[src/rtl/rx_frame_controller_if.sv]
// Character-side signal bundle between the receive controller and its datapath/processor.
// The slave modport is the controller's view; master is the environment driving it.
interface rx_frame_controller_if;
    logic       rx_in;
    logic [9:0] frame_in;
    logic       shift_en;
    logic [7:0] data_out;
    logic       char_ready;
    logic       char_ack;
    logic       framing_error;
    logic       overrun;
    logic       busy;

    modport slave (
        input  rx_in, frame_in, char_ack,
        output shift_en, data_out, char_ready, framing_error, overrun, busy
    );

    modport master (
        output rx_in, frame_in, char_ack,
        input  shift_en, data_out, char_ready, framing_error, overrun, busy
    );
endinterface

[src/rtl/rx_frame_controller.sv]
// Serial receive sequencer: qualifies the start bit, strobes the SIPO at mid-bit,
// checks the stop bit and hands each byte to the processor over a ready/ack handshake.
module rx_frame_controller #(
    parameter int unsigned SAMPLES_PER_BIT = 16,
    parameter int unsigned MID_SAMPLE      = 7,
    parameter int unsigned FRAME_BITS      = 10
) (
    input logic            clk,
    input logic            reset,
    rx_frame_controller_if.slave bus
);

    localparam int unsigned CntW = (SAMPLES_PER_BIT > 1) ? $clog2(SAMPLES_PER_BIT) : 1;
    localparam logic [CntW-1:0] MidLast = CntW'(MID_SAMPLE - 1);
    localparam logic [CntW-1:0] BitLast = CntW'(SAMPLES_PER_BIT - 1);
    localparam logic [3:0]      LastBit = 4'(FRAME_BITS);

    typedef enum logic [2:0] {
        StIdle,
        StStartChk,
        StRecv,
        StCheck,
        StWaitIdle
    } state_e;

    state_e          state_q;
    logic [CntW-1:0] sample_cnt_q;
    logic [3:0]      bit_cnt_q;
    logic [7:0]      data_out_q;
    logic            char_ready_q;
    logic            framing_error_q;
    logic            overrun_q;
    logic            shift_en;

    // The start bit lands in frame_in[0] and is never looked at again.
    logic unused_start_bit;
    assign unused_start_bit = bus.frame_in[0];

    // Mealy strobe so the SIPO captures rx_in on the same edge the decision is made.
    always_comb begin
        shift_en = 1'b0;
        case (state_q)
            StStartChk: shift_en = (sample_cnt_q == MidLast) && !bus.rx_in;
            StRecv:     shift_en = (sample_cnt_q == BitLast);
            default:    shift_en = 1'b0;
        endcase
    end

    always_ff @(posedge clk or negedge reset) begin
        if (!reset) begin
            state_q         <= StIdle;
            sample_cnt_q    <= '0;
            bit_cnt_q       <= '0;
            data_out_q      <= '0;
            char_ready_q    <= 1'b0;
            framing_error_q <= 1'b0;
            overrun_q       <= 1'b0;
        end else begin
            if (char_ready_q && bus.char_ack) begin
                char_ready_q    <= 1'b0;
                framing_error_q <= 1'b0;
                overrun_q       <= 1'b0;
            end

            case (state_q)
                StIdle: begin
                    if (!bus.rx_in) begin
                        state_q      <= StStartChk;
                        sample_cnt_q <= '0;
                    end
                end
                StStartChk: begin
                    if (sample_cnt_q == MidLast) begin
                        sample_cnt_q <= '0;
                        if (!bus.rx_in) begin
                            bit_cnt_q <= 4'd1;
                            state_q   <= StRecv;
                        end else begin
                            state_q <= StIdle;
                        end
                    end else begin
                        sample_cnt_q <= sample_cnt_q + 1'b1;
                    end
                end
                StRecv: begin
                    if (sample_cnt_q == BitLast) begin
                        sample_cnt_q <= '0;
                        bit_cnt_q    <= bit_cnt_q + 4'd1;
                        if (bit_cnt_q == LastBit - 4'd1) begin
                            state_q <= StCheck;
                        end
                    end else begin
                        sample_cnt_q <= sample_cnt_q + 1'b1;
                    end
                end
                StCheck: begin
                    // Placed after the ack clear so a new delivery overrides a same-cycle ack.
                    data_out_q      <= bus.frame_in[8:1];
                    framing_error_q <= ~bus.frame_in[9];
                    char_ready_q    <= 1'b1;
                    overrun_q       <= char_ready_q & ~bus.char_ack;
                    bit_cnt_q       <= '0;
                    state_q         <= bus.frame_in[9] ? StIdle : StWaitIdle;
                end
                StWaitIdle: begin
                    if (bus.rx_in) begin
                        state_q <= StIdle;
                    end
                end
                default: state_q <= StIdle;
            endcase
        end
    end

    assign bus.shift_en      = shift_en;
    assign bus.data_out      = data_out_q;
    assign bus.char_ready    = char_ready_q;
    assign bus.framing_error = framing_error_q;
    assign bus.overrun       = overrun_q;
    assign bus.busy          = (state_q != StIdle);

endmodule

[src/flat_wrapper.sv]
// flat-port wrapper written by rule: the top's interface ports become plain ports
module rx_frame_controller_flat 
#(
    parameter int unsigned SAMPLES_PER_BIT = 16,
    parameter int unsigned MID_SAMPLE      = 7,
    parameter int unsigned FRAME_BITS      = 10
)
  (clk, reset, bus_rx_in, bus_frame_in, bus_char_ack, bus_shift_en, bus_data_out, bus_char_ready, bus_framing_error, bus_overrun, bus_busy);
  rx_frame_controller_if bus_i ();
  input logic clk;
  input logic reset;
  input wire logic [$bits(bus_i.rx_in)-1:0] bus_rx_in;
  input wire logic [$bits(bus_i.frame_in)-1:0] bus_frame_in;
  input wire logic [$bits(bus_i.char_ack)-1:0] bus_char_ack;
  output wire logic [$bits(bus_i.shift_en)-1:0] bus_shift_en;
  output wire logic [$bits(bus_i.data_out)-1:0] bus_data_out;
  output wire logic [$bits(bus_i.char_ready)-1:0] bus_char_ready;
  output wire logic [$bits(bus_i.framing_error)-1:0] bus_framing_error;
  output wire logic [$bits(bus_i.overrun)-1:0] bus_overrun;
  output wire logic [$bits(bus_i.busy)-1:0] bus_busy;
  assign bus_i.rx_in = bus_rx_in;
  assign bus_i.frame_in = bus_frame_in;
  assign bus_i.char_ack = bus_char_ack;
  assign bus_shift_en = bus_i.shift_en;
  assign bus_data_out = bus_i.data_out;
  assign bus_char_ready = bus_i.char_ready;
  assign bus_framing_error = bus_i.framing_error;
  assign bus_overrun = bus_i.overrun;
  assign bus_busy = bus_i.busy;
  rx_frame_controller #(.SAMPLES_PER_BIT(SAMPLES_PER_BIT), .MID_SAMPLE(MID_SAMPLE), .FRAME_BITS(FRAME_BITS)) u_core (.clk(clk), .reset(reset), .bus(bus_i));
endmodule
[config.mk]
export PLATFORM = sky130hd
export DESIGN_NAME = rx_frame_controller_flat
export DESIGN_NICKNAME = d
export VERILOG_FILES = /design/src/rtl/rx_frame_controller_if.sv /design/src/rtl/rx_frame_controller.sv /design/src/flat_wrapper.sv
export SDC_FILE = /design/constraint.sdc
export NUM_CORES = 1
export LEC_CHECK = 0
export ABC_AREA = 1
export ABC_CLOCK_PERIOD_IN_PS = 1340
export CORE_MARGIN = 3
export CORE_UTILIZATION = 33
export DETAILED_ROUTE_END_ITERATION = 12
export PLACE_DENSITY = 0.63
export SLEW_MARGIN = 20
export SYNTH_ARGS = -nofsm -noshare
export SYNTH_HDL_FRONTEND = slang
export SYNTH_SLANG_ARGS = --single-unit
[constraint.sdc]
create_clock -name clk -period 1.34 [get_ports clk]
set_input_delay 0.201 -clock clk [delete_from_list [all_inputs] [get_ports clk]]
set_output_delay 0.201 -clock clk [all_outputs]
set_load 0.02 [all_outputs]
After elaboration in Yosys (flattened, before gate mapping)

Cells that the tools add are included.

Register bits: 22
Word-level logic and storage cells: 57

Add/sub/neg operators: 2
Equal/unequal tests: 13
Multiplexer cells: 21
Bitwise logic cells: 3
Reduce and logical (&&, ||, !) cells: 11

Operators with widths:

| kind                                                                     | count |
|---|---|
| 4-bit 2-to-1 mux                                                         | 6 |
| 4-bit one-hot mux with 3 select lines                                    | 2 |
| 3-bit 2-to-1 mux                                                         | 6 |
| 3-bit one-hot mux with 5 select lines                                    | 1 |
| 3-bit nonzero test                                                       | 3 |
| 4-bit by 1-bit adder with 4-bit output (second input constant)           | 2 |
| 4-bit == test (second input constant)                                    | 2 |
| 3-bit by 2-bit == test with 1-bit output (second input constant)         | 2 |
| 2-bit by 1-bit inequality test with 1-bit output (second input constant) | 3 |
| 2-bit inequality test (second input constant)                            | 3 |
| 5-bit AND reduction                                                      | 1 |
| 4-bit by 3-bit == test with 1-bit output (second input constant)         | 1 |
| 1-bit 2-to-1 mux                                                         | 4 |
| 4-bit AND reduction                                                      | 1 |
| 3-bit by 1-bit == test with 1-bit output (second input constant)         | 1 |
| 3-bit == test (second input constant)                                    | 1 |
| 3-bit logical NOT                                                        | 1 |
| 1-bit logical AND                                                        | 2 |
| 2-bit 2-to-1 mux                                                         | 1 |
| 1-bit NOT                                                                | 2 |
| 1-bit one-hot mux with 2 select lines                                    | 1 |
| 2-bit AND reduction                                                      | 1 |
| 2-bit nonzero test                                                       | 1 |
| 1-bit bitwise AND                                                        | 1 |
| 1-bit logical NOT                                                        | 1 |

Depth between registers and ports, before layout

Depth in word-level cells: 4
Depth in mapped cells: 8

Least setup slack after synthesis

OpenSTA, ideal clock, no wires.

Path type: register -> output
From: register u_core.state_q[0]
To: output port bus_shift_en
Arrival time: 1.252 ns
Path slack: -0.113 ns
Cell stages (with the launch flop): 5
Cells stage by stage: dfrtp_1 buf_4 nor2_4 nand2_2 o21ai_0

Word-level cells in the longest chain between the ends: 2

Ends and longest elaborated chain:

| item                                                                                                        | line                      | RTL |
|---|---|---|
| start, declared                                                                                             | rx_frame_controller.sv:26 | `state_e state_q;` |
| start signal, assigned                                                                                      | rx_frame_controller.sv:51 | `state_q <= StIdle;` |
| start signal, assigned                                                                                      | rx_frame_controller.sv:68 | `state_q <= StStartChk;` |
| start signal, assigned                                                                                      | rx_frame_controller.sv:77 | `state_q <= StRecv;` |
| 3-bit by 2-bit == test with 1-bit output / 3-bit by 1-bit == test with 1-bit output (equally long branches) | rx_frame_controller.sv:42 | `case (state_q)` |
| 1-bit one-hot mux with 2 select lines (*)                                                                   | rx_frame_controller.sv:42 |  |
| end, declared                                                                                               | flat_wrapper.sv:15        | `output wire logic [$bits(bus_i.shift_en)-1:0] bus_shift_en;` |

Mark *: on every way between the ends. The rest lies on a longest branch, timed or not.

Final worst setup path

From: register u_core.sample_cnt_q[0]
To: output port bus_shift_en

Word-level cells in the longest chain between the ends: 3

Ends and longest elaborated chain:

| item                                      | line                      | RTL |
|---|---|---|
| start, declared                           | rx_frame_controller.sv:27 | `logic [CntW-1:0] sample_cnt_q;` |
| start signal, assigned                    | rx_frame_controller.sv:82 | `sample_cnt_q <= sample_cnt_q + 1'b1;` |
| start signal, assigned                    | rx_frame_controller.sv:93 | `sample_cnt_q <= sample_cnt_q + 1'b1;` |
| 4-bit by 3-bit == test with 1-bit output  | rx_frame_controller.sv:43 | `StStartChk: shift_en = (sample_cnt_q == MidLast) && !bus.rx_in;` |
| 1-bit logical AND                         | rx_frame_controller.sv:43 |  |
| 1-bit one-hot mux with 2 select lines (*) | rx_frame_controller.sv:42 |  |

Marked as above.

==> key figures <==
Status
  – Status: finished with violations
  – Failing checks: negative setup slack

Critical path
  – Worst reg2reg path startpoint: u_core.sample_cnt_q[0]$_DFFE_PN0P_
  – CP top delay family: flip-flops
  – Critical Path AT: 1.46 ns
  – Slowest CP cell: dfrtp_1
  – Bufs and invs on worst path: 2
  – Crit end category: output port
  – Critical path fanouts, max: 2
  – Worst Setup SP: u_core.sample_cnt_q[0]$_DFFE_PN0P_
  – Reg-to-reg critical path endpoint: u_core.state_q[0]$_DFFE_PN0P_
  – Crit path kind: reg -> out
  – Worst setup path end: bus_shift_en
  – Crit-path cells: inv_1, ha_2, nand2_2, nor2_2, nand3_2, o21ai_2, buf_6
  – R2R cell count: 9
  – Worst Path Required: 1.14 ns
  – Critical Path Max Stage Delay: ~0.40 ns
  – Startpoint Class: register
  – Critical Path Stages: 7
  – Reg2Reg Setup Slack: -0.07 ns

Pwr
  – Part of the power in registers: between 30% and 40%
  – Psw: between 0.001 and 0.0015 W
  – Internal power: 0.00198 W
  – LEAKAGE: roughly 0.94 nW
  – Logic pwr share: 57.6%
  – Sw frac: a little over two fifths
  – Pwr/cell area: approximately 1800 nW/um2
  – Max IR drop VDD: approximately 870 uV
  – Clock Power Share: approximately a tenth

CTS
  – CTS tree: yes
  – Num CTS Buffers: 3
  – TritonCTS Sinks: 22
  – Skew-Pair Late Insertion Delay: 0.31 ns
  – Hold_buf cts: 0
  – Clk buf depth: 2
  – Clock slew at reported path FFs: 0.12 ns
  – Number of H-tree levels: 1
  – CTS root buf: clkbuf_4

STA
  – Layout Skew: around 0.0028 ns
  – Final setup violation count: 9
  – Crit path time final: about 1.7 ns
  – Worst-Margin Slew: about 0.30 ns
  – Setup TNS: -0.702 ns
  – Final period utilization: 124%
  – Final worst setup slack: -0.323 ns
  – Pins Over Slew Limit: 0
  – Final hold violation count: 0
  – Max Freq: 601 MHz
  – RSZ-0062 raised after global routing: true
  – Slew HR: between 70% and 80%

Yosys
  – Post-synthesis sequential area ratio: 45.7%
  – Mapped Cells: around 160
  – Number of synthesized register bits: 22
  – Syn Std Cell Area: around 1200 um2
  – Syn. warnings: 0
  – Synth area leaders: dfrtp_1, nand2_1, nand3_1, ha_1, nor2_1
  – Synth top area share: between 40% and 50%
  – Cell taking the most area after synthesis: dfrtp_1
  – Post-synth cell types: 20
  – Avg Synthesized Cell Area: 7.77 um2
  – Synth Net Count: ~170

Floorplanning
  – Core ar.: between 3000 and 4000 um2
  – Die span in x: between 60 and 70 um
  – Die H: about 66 um
  – Die area: 4410 um2
  – Initial core utilization: between 30% and 40%
  – Io pins: 27
  – FP Rows: 21

Drt
  – Total wire length: between 3 and 4 mm
  – ANT nets after route: 0
  – DR DRC count: 0
  – Iter 0 DRT Violations: between 70 and 80
  – Via count: 1241
  – Pre-antenna DRT Iters: 4
  – Per-cell routed wire length: 12.6 um
  – Vias per cell: 4.83

Global routing
  – Total global-route track usage: 15.0%
  – Largest net degree at the start of global routing: 23
  – Number of antenna violations at the first check in global routing: 0
  – Gr ovfl total: 0
  – Global-route wire length before repair: ~5.2 mm
  – Via count of the first global-routing pass: approximately 1.2k

Layout
  – Diodes inserted: 0
  – Filler cells: slightly above 300
  – Final #Nets: between 200 and 250
  – Syn-to-layout area delta: 55.8%
  – Layout Cells excl Fill: roughly 260
  – Fraction of layout cells with a size suffix above 1: about a third

Job
  – Max Cap Viol: 0

Placement
  – Detail Placement HPWL: approximately 2.2 mm
  – Port Buffers: 25
  – Placed cells: between 200 and 250
  – Placer Congestion: about 0.84

Worst hold path
  – Worst min-delay path class: in -> async
## sequential cells by signal (all words and copies together) (netlist names)
register and cells:
u_core.bus.data_out 8, u_core.bit_cnt_q 4, u_core.sample_cnt_q 4, u_core.state_q 3, u_core.bus.char_ready 1, u_core.bus.framing_error 1
u_core.bus.overrun 1
## power by group through the flow
stage	combinational, W	clock [W]	sequential, W
after floorplan	0.000766	0	0.00126
after global placement	0.00173	0	0.00108
after detailed placement	0.00177	0	0.00109
after CTS	0.00179	0.000383	0.00107
after global routing	0.00218	0.000402	0.00112
final	0.00198	0.000368	0.00109
## synthesized netlist by cell type
library cell and count:
xnor2_1 1, inv_1 11, nand2_4 1, dfrtp_1 22
or2_1 1, nand4_1 4, nand2_2 3, nand3_2 1
nor2_2 2, nand2_1 52, o21ai_0 5, nand3_1 24
buf_4 2, buf_2 2, inv_2 2, xor2_1 1
nor2_4 3, nor2_1 12, ha_1 4, a21oi_1 2
## layout by cell type, fill, tap and decap left out, types with 2 or more instances in the layout
master	count
ha_2	2
o21ai_1	2
clkbuf_4	3
buf_6	7
o21ai_0	2
nor2_2	3
inv_2	2
dfrtp_2	2
nor2_1	10
nor2_4	4
nand2_1	41
nand4_1	4
ha_1	2
clkdlybuf4s50_1	12
nand3_2	3
nand2_2	11
nand3_4	2
buf_4	25
inv_1	10
dfrtp_1	20
nand2_4	4
nand3_1	20
dlygate4sd2_1	11
## per-stage QoR
stage / utilization [%] / setup slack, ns / instance area (um2) / hold slack (ns) / total power [W]
6_report: 54.9 / -0.323 / 1880 / 0.238 / 0.00345
5_1_grt: 54.9 / -0.410 / 1880 / 0.253 / 0.00370
2_1_floorplan: - / 0.0144 / 1200 / -0.0946 / 0.00202
3_3_place_gp: 48.6 / -0.421 / 1660 / 0.453 / 0.00280
4_1_cts: 51.6 / -0.352 / 1760 / 0.241 / 0.00324
3_5_place_dp: 48.6 / -0.443 / 1660 / 0.459 / 0.00285
## worst register-to-register path, cell delays in order (launching register included)
cell,delay [ns]
dfrtp_1,0.40
inv_1,0.06
ha_2,0.18
nand2_2,0.05
nor2_2,0.14
buf_4,0.13
nor2_1,0.05
nor2_2,0.17
nand3_1,0.11
nand2_1,0.06
## worst min path at each step
| stage | start | to | slack, ns | cells after the start |
|---|---|---|---|---|
| 2_1_floorplan | reset | u_core.bit_cnt_q[0]$_DFFE_PN0P_ | -0.09 | 0 |
| 3_3_place_gp | u_core.bus.data_out[6]$_DFFE_PN0P_ | u_core.bus.data_out[6]$_DFFE_PN0P_ | 0.45 | 2 |
| 3_5_place_dp | u_core.bus.data_out[1]$_DFFE_PN0P_ | u_core.bus.data_out[1]$_DFFE_PN0P_ | 0.46 | 2 |
| 4_1_cts | reset | u_core.bus.data_out[3]$_DFFE_PN0P_ | 0.24 | 2 |
| 5_1_grt | reset | u_core.bus.data_out[2]$_DFFE_PN0P_ | 0.25 | 2 |
| 6_report | reset | u_core.bus.data_out[4]$_DFFE_PN0P_ | 0.24 | 2 |
## per-layer routing
| layer | wire, um | global-route usage, % |
|---|---|---|
| met1 | 1370 | 17.7 |
| met2 | 1670 | 26.9 |
| met3 | 189 | 3.06 |
| met4 | 28 | 4.57 |
| met5 | 0 | 0 |
## final cells by class
type | count | area (um2) | share of cell area (%)
Multi-Input combinational cell | 116 | 681 | 36.3
Sequential cell | 22 | 553 | 29.5
Timing Repair Buffer | 56 | 498 | 26.5
Tap cell | 46 | 57.6 | 3.07
Inverter | 13 | 51.3 | 2.73
Clock buffer | 4 | 36.3 | 1.93
## cell families (layout without fill, tap and decap cells)
family / Yosys count / count (layout) / synth area share (%)
compound gates: 7 / 7 / 2.91
xor+xnor: 2 / 2 / 1.45
fa+ha+maj: 4 / 4 / 4.15
buf+inv: 17 / 73 / 6.13
flops: 22 / 22 / 45.7
simple gates: 103 / 103 / 39.7
## timing repair
| item | 4_1_cts | 5_1_grt |
|---|---|---|
| gates resized for setup | 39 | 24 |
| setup endpoints to repair | 31 | 21 |
| buffers inserted | 4 | 4 |
| pin swaps | 2 | 15 |
No activity file was read; power rests on OpenSTA's default activity.
